===== src/rtl/fifo_pkg.sv =====
// Shared definitions for the parametrised FIFO: operating mode enum, width helpers
// and default thresholds also used by the bench environment and scoreboard.
package fifo_pkg;

  typedef enum logic {
    FIFO_STD  = 1'b0,
    FIFO_FWFT = 1'b1
  } fifo_mode_e;

  localparam int unsigned DefaultWidth    = 8;
  localparam int unsigned DefaultDepth    = 16;
  localparam int unsigned DefaultAeThresh = 2;

  // Pointer width; a depth of 1 still needs a 1-bit address.
  function automatic int unsigned ptr_w(input int unsigned depth);
    return (depth > 1) ? $clog2(depth) : 1;
  endfunction

  // Count width; one extra bit so that a full FIFO (count == DEPTH) is representable.
  function automatic int unsigned cnt_w(input int unsigned depth);
    return ptr_w(depth) + 1;
  endfunction

  function automatic int unsigned default_af(input int unsigned depth);
    return depth - 2;
  endfunction

endpackage


===== src/rtl/param_fifo_if.sv =====
// Handshake/status bundle between producer/consumer logic and param_fifo.
//   master: drives write_en, data_in, read_en, flush, err_clr; observes data/status
//   slave : the FIFO itself
interface param_fifo_if import fifo_pkg::*; #(
  parameter int unsigned DATA_WIDTH = DefaultWidth,
  parameter int unsigned DEPTH      = DefaultDepth
) ();

  localparam int unsigned CW = cnt_w(DEPTH);

  logic                  write_en;
  logic [DATA_WIDTH-1:0] data_in;
  logic                  read_en;
  logic                  flush;
  logic                  err_clr;
  logic [DATA_WIDTH-1:0] data_outp;
  logic                  fifo_full;
  logic                  fifo_empty;
  logic                  almost_full;
  logic                  almost_empty;
  logic [CW-1:0]         fill_count;
  logic                  overflow;
  logic                  underflow;

  modport master (
    output write_en, data_in, read_en, flush, err_clr,
    input  data_outp, fifo_full, fifo_empty, almost_full, almost_empty, fill_count,
           overflow, underflow
  );

  modport slave (
    input  write_en, data_in, read_en, flush, err_clr,
    output data_outp, fifo_full, fifo_empty, almost_full, almost_empty, fill_count,
           overflow, underflow
  );

endinterface


===== src/rtl/fifo_mem.sv =====
// Simple dual-port register array: synchronous write port, asynchronous read port.
//   clock   : write clock
//   wr_en   : write strobe
//   wr_addr : write address, wr_data : write data
//   rd_addr : read address,  rd_data : combinational read data
// Contents are intentionally not reset.
module fifo_mem import fifo_pkg::*; #(
  parameter int unsigned DATA_WIDTH = DefaultWidth,
  parameter int unsigned DEPTH      = DefaultDepth
) (
  input  logic                      clock,
  input  logic                      wr_en,
  input  logic [ptr_w(DEPTH)-1:0]   wr_addr,
  input  logic [DATA_WIDTH-1:0]     wr_data,
  input  logic [ptr_w(DEPTH)-1:0]   rd_addr,
  output logic [DATA_WIDTH-1:0]     rd_data
);

  logic [DATA_WIDTH-1:0] mem_q [DEPTH];

  always_ff @(posedge clock) begin
    if (wr_en) begin
      mem_q[wr_addr] <= wr_data;
    end
  end

  assign rd_data = mem_q[rd_addr];

endmodule


===== src/rtl/param_fifo.sv =====
// Parametrised single-clock FIFO with optional first-word-fall-through output,
// almost-full/almost-empty flags, occupancy count, synchronous flush and sticky
// overflow/underflow flags.
//   clock : rising-edge clock
//   reset : asynchronous active-low reset
//   bus   : param_fifo_if slave modport (push/pop/flush/err_clr in; data and status out)
module param_fifo import fifo_pkg::*; #(
  parameter int unsigned DATA_WIDTH = DefaultWidth,
  parameter int unsigned DEPTH      = DefaultDepth,
  parameter int unsigned AF_THRESH  = default_af(DEPTH),
  parameter int unsigned AE_THRESH  = DefaultAeThresh,
  parameter int unsigned FWFT       = 0
) (
  input logic         clock,
  input logic         reset,
  param_fifo_if.slave bus
);

  localparam int unsigned AW   = ptr_w(DEPTH);
  localparam int unsigned CW   = cnt_w(DEPTH);
  localparam fifo_mode_e  Mode = (FWFT != 0) ? FIFO_FWFT : FIFO_STD;

  localparam logic [CW-1:0] DepthC = CW'(DEPTH);
  localparam logic [CW-1:0] AfC    = CW'(AF_THRESH);
  localparam logic [CW-1:0] AeC    = CW'(AE_THRESH);

  if ((DEPTH < 2) || ((DEPTH & (DEPTH - 1)) != 0)) begin : g_bad_depth
    $fatal(1, "param_fifo: DEPTH must be a power of two >= 2");
  end
  if ((AF_THRESH < 1) || (AF_THRESH > DEPTH)) begin : g_bad_af
    $fatal(1, "param_fifo: AF_THRESH must be in 1..DEPTH");
  end
  if (AE_THRESH > DEPTH - 1) begin : g_bad_ae
    $fatal(1, "param_fifo: AE_THRESH must be in 0..DEPTH-1");
  end
  if (DATA_WIDTH < 1) begin : g_bad_width
    $fatal(1, "param_fifo: DATA_WIDTH must be >= 1");
  end

  logic [AW-1:0]         wr_ptr_q, wr_ptr_d, rd_ptr_q, rd_ptr_d;
  logic [CW-1:0]         count_q, count_d;
  logic                  full_q, empty_q, afull_q, aempty_q;
  logic                  ovf_q, ovf_d, udf_q, udf_d;
  logic                  wr_ok, rd_ok;
  logic [DATA_WIDTH-1:0] mem_rdata;

  always_comb begin
    // Flush discards both requests, so neither can be accepted nor flag an error.
    wr_ok    = bus.write_en & ~full_q  & ~bus.flush;
    rd_ok    = bus.read_en  & ~empty_q & ~bus.flush;
    wr_ptr_d = wr_ptr_q;
    rd_ptr_d = rd_ptr_q;
    count_d  = count_q;
    if (bus.flush) begin
      wr_ptr_d = '0;
      rd_ptr_d = '0;
      count_d  = '0;
    end else begin
      if (wr_ok) wr_ptr_d = wr_ptr_q + 1'b1;
      if (rd_ok) rd_ptr_d = rd_ptr_q + 1'b1;
      if (wr_ok && !rd_ok) begin
        count_d = count_q + 1'b1;
      end else if (rd_ok && !wr_ok) begin
        count_d = count_q - 1'b1;
      end
    end

    // Clear first so a same-cycle new error wins.
    ovf_d = ovf_q;
    udf_d = udf_q;
    if (bus.err_clr) begin
      ovf_d = 1'b0;
      udf_d = 1'b0;
    end
    if (bus.write_en && full_q && !bus.flush) ovf_d = 1'b1;
    if (bus.read_en && empty_q && !bus.flush) udf_d = 1'b1;
  end

  always_ff @(posedge clock or negedge reset) begin
    if (!reset) begin
      wr_ptr_q <= '0;
      rd_ptr_q <= '0;
      count_q  <= '0;
      full_q   <= 1'b0;
      empty_q  <= 1'b1;
      afull_q  <= 1'b0;
      aempty_q <= 1'b1;
      ovf_q    <= 1'b0;
      udf_q    <= 1'b0;
    end else begin
      wr_ptr_q <= wr_ptr_d;
      rd_ptr_q <= rd_ptr_d;
      count_q  <= count_d;
      // Flags come from the next-state count so they move on the same edge as fill_count.
      full_q   <= (count_d == DepthC);
      empty_q  <= (count_d == '0);
      afull_q  <= (count_d >= AfC);
      aempty_q <= (count_d <= AeC);
      ovf_q    <= ovf_d;
      udf_q    <= udf_d;
    end
  end

  fifo_mem #(
    .DATA_WIDTH(DATA_WIDTH),
    .DEPTH     (DEPTH)
  ) u_mem (
    .clock  (clock),
    .wr_en  (wr_ok),
    .wr_addr(wr_ptr_q),
    .wr_data(bus.data_in),
    .rd_addr(rd_ptr_q),
    .rd_data(mem_rdata)
  );

  if (Mode == FIFO_FWFT) begin : g_fwft
    // Head word is presented directly; forced to zero while empty so reset value is defined.
    assign bus.data_outp = empty_q ? '0 : mem_rdata;
  end else begin : g_std
    logic [DATA_WIDTH-1:0] dout_q;
    always_ff @(posedge clock or negedge reset) begin
      if (!reset) begin
        dout_q <= '0;
      end else if (rd_ok) begin
        dout_q <= mem_rdata;
      end
    end
    assign bus.data_outp = dout_q;
  end

  assign bus.fifo_full    = full_q;
  assign bus.fifo_empty   = empty_q;
  assign bus.almost_full  = afull_q;
  assign bus.almost_empty = aempty_q;
  assign bus.fill_count   = count_q;
  assign bus.overflow     = ovf_q;
  assign bus.underflow    = udf_q;

endmodule


===== src/flat_wrapper.sv =====
// flat-port wrapper written by rule: the top's interface ports become plain ports
module param_fifo_flat import fifo_pkg::*;
#(
  parameter int unsigned DATA_WIDTH = DefaultWidth,
  parameter int unsigned DEPTH      = DefaultDepth,
  parameter int unsigned AF_THRESH  = default_af(DEPTH),
  parameter int unsigned AE_THRESH  = DefaultAeThresh,
  parameter int unsigned FWFT       = 0
)
  (clock, reset, bus_write_en, bus_data_in, bus_read_en, bus_flush, bus_err_clr, bus_data_outp, bus_fifo_full, bus_fifo_empty, bus_almost_full, bus_almost_empty, bus_fill_count, bus_overflow, bus_underflow);
  param_fifo_if #(.DATA_WIDTH(DATA_WIDTH), .DEPTH(DEPTH)) bus_i ();
  input logic clock;
  input logic reset;
  input wire logic [$bits(bus_i.write_en)-1:0] bus_write_en;
  input wire logic [$bits(bus_i.data_in)-1:0] bus_data_in;
  input wire logic [$bits(bus_i.read_en)-1:0] bus_read_en;
  input wire logic [$bits(bus_i.flush)-1:0] bus_flush;
  input wire logic [$bits(bus_i.err_clr)-1:0] bus_err_clr;
  output wire logic [$bits(bus_i.data_outp)-1:0] bus_data_outp;
  output wire logic [$bits(bus_i.fifo_full)-1:0] bus_fifo_full;
  output wire logic [$bits(bus_i.fifo_empty)-1:0] bus_fifo_empty;
  output wire logic [$bits(bus_i.almost_full)-1:0] bus_almost_full;
  output wire logic [$bits(bus_i.almost_empty)-1:0] bus_almost_empty;
  output wire logic [$bits(bus_i.fill_count)-1:0] bus_fill_count;
  output wire logic [$bits(bus_i.overflow)-1:0] bus_overflow;
  output wire logic [$bits(bus_i.underflow)-1:0] bus_underflow;
  assign bus_i.write_en = bus_write_en;
  assign bus_i.data_in = bus_data_in;
  assign bus_i.read_en = bus_read_en;
  assign bus_i.flush = bus_flush;
  assign bus_i.err_clr = bus_err_clr;
  assign bus_data_outp = bus_i.data_outp;
  assign bus_fifo_full = bus_i.fifo_full;
  assign bus_fifo_empty = bus_i.fifo_empty;
  assign bus_almost_full = bus_i.almost_full;
  assign bus_almost_empty = bus_i.almost_empty;
  assign bus_fill_count = bus_i.fill_count;
  assign bus_overflow = bus_i.overflow;
  assign bus_underflow = bus_i.underflow;
  param_fifo #(.DATA_WIDTH(DATA_WIDTH), .DEPTH(DEPTH), .AF_THRESH(AF_THRESH), .AE_THRESH(AE_THRESH), .FWFT(FWFT)) u_core (.clock(clock), .reset(reset), .bus(bus_i));
endmodule

===== config.mk =====
export PLATFORM = sky130hd
export DESIGN_NAME = param_fifo_flat
export DESIGN_NICKNAME = d
export VERILOG_FILES = /design/src/rtl/fifo_pkg.sv /design/src/rtl/param_fifo_if.sv /design/src/rtl/fifo_mem.sv /design/src/rtl/param_fifo.sv /design/src/flat_wrapper.sv
export SDC_FILE = /design/constraint.sdc
export NUM_CORES = 1
export LEC_CHECK = 0
export BUFFER_PORTS_ARGS = -buffer_cell sky130_fd_sc_hd__buf_2
export CORE_MARGIN = 4
export CORE_UTILIZATION = 25
export CTS_BUF_LIST = sky130_fd_sc_hd__clkbuf_16
export DETAILED_ROUTE_END_ITERATION = 8
export SYNTH_ARGS = -nofsm -noshare
export SYNTH_HDL_FRONTEND = slang
export SYNTH_SLANG_ARGS = --single-unit

===== constraint.sdc =====
create_clock -name clock -period 1.7 [get_ports clock]
set_clock_uncertainty 0.1 [all_clocks]
set_input_delay 0.17 -clock clock [delete_from_list [all_inputs] [get_ports clock]]
set_output_delay 0.17 -clock clock [all_outputs]
set_load 0.01 [all_outputs]

==> metrics, run 1 <==
status complete, but fails checks; violated checks negative setup slack; arrival time worst endpoint 2.11 ns; Slew Limit Fails 0; first-pass GRT wire length 21200 um; Final ANT Viol Nets 0; PnR Total Power 10200 uW; Max-slew headroom 55.3%; Final Hold Fails 0; Worst Path Class, Setup reg -> reg; I/O pin cnt 33; DR pass1 iterations 5; most frequent cells in the layout 128 x edfxtp_1, 32 x mux4_2, 32 x buf_2; P per Cell Area 1220 nW/um^2; GPL Wtd Cong 0.829; Max clock buf depth 2; Multi-input gate area 2010 um^2; H-tree levels 4; drt drc 0; post-layout net count 455; ANT cells 0; Worst EP required 1.95 ns; sequential share of the synthesized area 71.5%; fraction of layout cells with a size suffix above 1 46.1%; CORE AREA 24600 um^2; Yosys cell types 45; vias after detailed routing 3441; DRT Wirelength 14100 um; EDFF count, synth 128; worst hold-check path type in -> reg; Port Buffers 32; pre-CTS WS -0.245 ns; Gate Count Post-Synth 346; post-synth top area cell edfxtp_1; Root Driver clkbuf_16; synthesized area per cell 18.3 um^2; Pleak 0.00283 uW; Worst-Margin Slew 0.670 ns; r2r startpoint u_core.bus.fifo_full; latest clock arrival within the worst-skew pair 0.42 ns; Critical Path Start u_core.bus.fifo_full; storage element area 4520 um^2; Seq cells post-synth 155; Clock transition at path regs 0.07 ns; Startpoint Class flop; fin util 33.9%; mapped cell area 6320 um^2; hold path startpoint bus_data_in[7]; commonest non-fill, non-tap cell in the layout edfxtp_1; FFs w/ async S/R, synth 17.4%; vias in the first global route 3657; Vias per Instance 4.46; initial antenna violation count 0; max frequency 539 MHz; Synth top area share 60.8%; Congestion Overflow GR 0; 1st-iter DRT viols 282; Worst Hold Slack 0.0305 ns; Final setup viols 115; area grow syn2layout 31.8%; CP max FO 5; min Tclk post-route 1.86 ns; row count 57; clock sink total 155; largest net degree at the start of global routing 36; # fillers 2306; HPWL after DPL 8570 um; RSZ-0062 raised after global routing true; die width 167 um; setup ws final -0.156 ns; synth top area cells edfxtp_1 61%, mux4_2 11%, dfrtp_1 9.9%; TritonCTS Buffers 17; Final TNS setup -10.12 ns; height of the chip 167 um; Total GRT Usage 10.0%; die area 27900 um^2; # Max-Cap Violations 0; CTS tree built; Final Cycle Share 109%; WL per Instance 18.3 um; syn nets 367; maximum VDD drop 0.000495 V; ys flop type edfxtp_1; Yosys Warn Count 0; initial core utilization 25.7%; CP Capture Type flop
[cell families after synthesis]
| family | count (synthesis) | share of synthesized area, % |
|---|---|---|
| AOI/OAI and AO/OA | 23 | 3.15 |
| xor gates and xnor gates | 8 | 1.11 |
| adders and majority gates | 7 | 1.38 |
| buffers and inverters | 26 | 2.06 |
| DFF | 155 | 71.5 |
| muxes | 50 | 14.5 |
| and+or+nand+nor | 77 | 6.27 |
[what timing repair did]
item	in CTS	in global routing
cloned	2	0
hold endpoints to repair	27	0
endpoints found under the setup margin	143	142
pin swaps	10	14
buffers inserted	3	8
gates resized for setup	37	54
hold buffers	5	0
[stage by stage]
stage | cell area, um^2 | std cells
global placement | 7220 | 723
CTS | 8060 | 765
floorplan | 6380 | 346
global route | 8340 | 771
detailed placement | 7220 | 723
finish | 8340 | 771
[cell usage after synthesis (all sizes together), types with 3 or more instances]
cell type	count
nor2b	3
ha	7
buf	12
inv	7
a21oi	5
xnor2	3
o221ai	8
dfrtp	25
xor2	5
mux2i	17
nand3	4
clkbuf	7
nor3	5
nand2b	5
mux4	32
nor2	23
nand2	26
edfxtp	128
nor4	3
[worst paths after layout]
| path | slack (ns) | end | cells past startpoint |
|---|---|---|---|
| max | -0.16 | u_core.bus.almost_full | 7 |
| min | 0.03 | u_core.u_mem.mem_q[2][7] | 1 |
| max reg2reg | -0.16 | u_core.bus.almost_full | 7 |
| min reg2reg | 0.40 | u_core.bus.data_outp[7] | 2 |
| max in group asynchronous | 0.80 | u_core.rd_ptr_q[0] | 2 |
| min in group asynchronous | 0.22 | u_core.bus.fifo_full | 2 |
[routing by layer]
layer,track usage (%),vias up,part of all wire (%)
met5,0,-,0
met4,2.77,0,0.79
met3,3.20,9,6.1
met2,16.3,92,51
met1,13.0,1801,42
li1,-,1539,-
[sequential cells by signal, summed over array words and instances, names as in the netlist]
register / flops
u_core.bus.almost_full: 1
u_core.bus.data_outp: 8
u_core.bus.almost_empty: 1
u_core.wr_ptr_q: 4
u_core.bus.underflow: 1
u_core.u_mem.mem_q: 128
u_core.bus.fifo_full: 1
u_core.bus.fifo_empty: 1
u_core.bus.fill_count: 5
u_core.rd_ptr_q: 4
u_core.bus.overflow: 1
[worst max-delay path: stages (launching register included)]
cell and delay, ns:
dfrtp_1 0.42, buf_6 0.14, nor3b_4 0.18, buf_6 0.18
a32oi_2 0.14, xor2_2 0.20, nor2_4 0.22, a31o_1 0.19
[area by class of cell]
type / instances / area share (%)
repair buffers: 88 / 9.89
flip-flops and latches: 155 / 54.3
clock buffers: 17 / 5.10
multi-input cells: 165 / 24.2
clock inverters: 15 / 1.38
inverters: 7 / 0.315
well taps: 324 / 4.86
[power by group]
part	total, uW	internal [uW]	leakage [uW]	switching [uW]
logic	2240	1150	0.00106	1090
clock network	3450	1890	0.000263	1570
registers	4490	4340	0.00150	157
Power figures use the tool's default switching activity.
==> run 2: changes to the inputs <==
--- a/config.mk
+++ b/config.mk
@@ -5,6 +5,7 @@
 export SDC_FILE = /design/constraint.sdc
 export NUM_CORES = 1
 export LEC_CHECK = 0
+export ABC_AREA = 1
 export BUFFER_PORTS_ARGS = -buffer_cell sky130_fd_sc_hd__buf_2
 export CORE_MARGIN = 4
 export CORE_UTILIZATION = 25
==> metrics, run 2 <==
Synth Area in XOR/XNOR 0.133%; Max-slew headroom 54.9%; CP Capture Type flop; worst hold-check path type in -> reg; die width 170 um; status finished clean; fraction of layout cells with a size suffix above 1 19.9%; max frequency 612 MHz; maximum VDD drop 0.000692 V; DR pass1 iterations 5; drt drc 0; WL per Instance 16.4 um; syn nets 612; row count 59; Final Hold Fails 0; Hold EP u_core.rd_ptr_q[1]; hold path cells 4; Total GRT Usage 11.6%; most frequent cells in the layout 143 x nand2_1, 128 x edfxtp_1, 72 x nor2_1; synth top area cells edfxtp_1 58%, dfrtp_1 9.5%, nand2_1 8.1%; Worst Hold Slack 0.0544 ns; Post-Synth Simple-Gate Area 16.0%; slowest cell on the critical path dfrtp_2; Synth Area in Compound Gates 9.43%; first-pass GRT wire length 25400 um; r2r startpoint u_core.rd_ptr_q[0]; count leader, synth nand2_1; vias in the first global route 4377; ys flop type edfxtp_1; hold path startpoint bus_read_en; initial antenna violation count 2; # fillers 2657; Synth top area share 58.3%; Clock transition at path regs 0.06 ns; max reg flops 128; Bufs and invs on worst path 2; Post-Synth Adder-Cell Area 1.33%; Max clock buf depth 2; Largest delay share family, worst path flip-flops; Pleak 0.00323 uW; Startpoint Class flop; CORE AREA 26000 um^2; Worst Path Class, Setup reg -> reg; commonest non-fill, non-tap cell in the layout nand2_1; TritonCTS Buffers 17; largest net degree at the start of global routing 66; Reg-to-Reg End u_core.bus.data_outp[3]; DRT Wirelength 16700 um; Root Driver clkbuf_16; Congestion Overflow GR 0; reg-to-reg slack, setup 0.07 ns; Worst EP required 1.97 ns; Vias per Instance 4.46; FFs w/ async S/R, synth 17.4%; crit-path cells inv_6 > buf_12 > o21ai_0 > o22ai_1 > nand2_1 > nand2_1 > nand3_1 > nand2_1; vias after detailed routing 4517; Final ANT Viol Nets 0; die area 29000 um^2; initial core utilization 25.4%; fin area 8140 um^2; Worst-Margin Slew 0.677 ns; synthesized area per cell 11.2 um^2; H-tree levels 4; EDFF count, synth 128; list of most frequent post-synthesis cells 143 x nand2_1, 128 x edfxtp_1, 73 x nor2_1, 53 x o21ai_0, 33 x inv_1; Port Buffers 32; area grow syn2layout 23.4%; post-layout net count 686; Seq cells post-synth 155; CTS tree built; CP max FO 14; R2R depth 8; height of the chip 170 um; HPWL after DPL 10100 um; min Tclk post-route 1.63 ns; Final setup viols 0; latest clock arrival within the worst-skew pair 0.43 ns; mapped cell area 6600 um^2; RSZ-0062 raised after global routing true; Worst path most repeated cell nand2_1; mux contribution to synthesized area 0%; Top reg by flops u_core.u_mem.mem_q; P per Cell Area 1240 nW/um^2; ANT cells 0; GPL Wtd Cong 0.818; # Max-Cap Violations 0; Yosys cell types 34; Worst path max stage delay 0.49 ns; post-synth top area cell edfxtp_1; sequential share of the synthesized area 68.6%; I/O pin cnt 33; largest family of logic cells by synthesized area simple AND/OR/NAND/NOR gates; Final Cycle Share 96.2%; Yosys Warn Count 0; arrival time worst endpoint 1.90 ns; Gate Count Post-Synth 591; clock sink total 155; Slew Limit Fails 0; Post-DP Area 7340 um^2; 1st-iter DRT viols 271
## run 2: repair_timing
action / CTS / global route
cloned: 1 / 3
endpoints found under the setup margin: 2 / 40
gates resized for setup: 1 / 18
hold endpoints to repair: 27 / 0
pin swaps: 0 / 3
hold buffers: 4 / 0
setup buffers: 0 / 6
## run 2: routing by layer
layer,GRT usage [%],part of all wire [%],wire [um]
met2,17.6,47,7880
met4,4.38,1.7,277
met1,16.1,46,7620
met5,0,0.16,27
met3,2.60,5.2,858
## run 2: final cells by class
cell class	instances	area, um^2	share of cell area (%)
tap	335	419	5.15
inverter	38	150	1.85
sequential	155	4520	55.6
multi-input combinational	373	1800	22.1
clock buffer	17	425	5.23
clock inverter	15	160	1.97
timing repair buffer	80	659	8.10
## run 2: worst max path at each step
| stage | from | to | slack (ns) | cells after the start |
|---|---|---|---|---|
| finish | u_core.rd_ptr_q[0] | u_core.bus.data_outp[3] | 0.07 | 8 |
| global route | u_core.rd_ptr_q[0] | u_core.bus.data_outp[3] | -0.02 | 8 |
| CTS | u_core.bus.fifo_full | u_core.u_mem.mem_q[7][0] | 0.03 | 6 |
| detailed placement | u_core.rd_ptr_q[0] | u_core.bus.data_outp[2] | 0.01 | 8 |
| global placement | u_core.bus.fifo_full | u_core.u_mem.mem_q[7][0] | 0.01 | 6 |
| floorplan | u_core.bus.fifo_full | u_core.u_mem.mem_q[4][0] | -0.03 | 5 |
## run 2: logic make-up (layout without fill, tap and decap cells)
kind of cell | count (synthesis) | count (layout)
buffers and inverters | 63 | 150
flip-flops | 155 | 155
AO/OA/AOI/OAI | 114 | 114
adder cells (fa/ha/maj) | 7 | 7
AND/OR/NAND/NOR | 251 | 251
XOR/XNOR | 1 | 1
## run 2: worst register-to-register path, cell delays in order, from the launching register on
cell,delay (ns)
dfrtp_2,0.49
inv_6,0.15
buf_12,0.16
o21ai_0,0.09
o22ai_1,0.24
nand2_1,0.12
nand2_1,0.11
nand3_1,0.07
nand2_1,0.06
## run 2: metrics by stage
stage	std cells	power (uW)	utilization (%)	TNS (ns)	setup slack, ns
after global routing	1013	10500	31.3	-0.0204	-0.0191
after global placement	967	6120	28.2	0	0.0111
after CTS	1004	9970	30.8	0	0.0341
after detailed placement	967	6130	28.2	0	0.0106
final	1013	10100	31.3	0	0.0654
after floorplan	591	5500	-	-3.33	-0.0260
## run 2: report_power, final
part / internal (uW) / switching (uW)
combinational: 677 / 1140
sequential: 4320 / 154
clock: 2190 / 1590
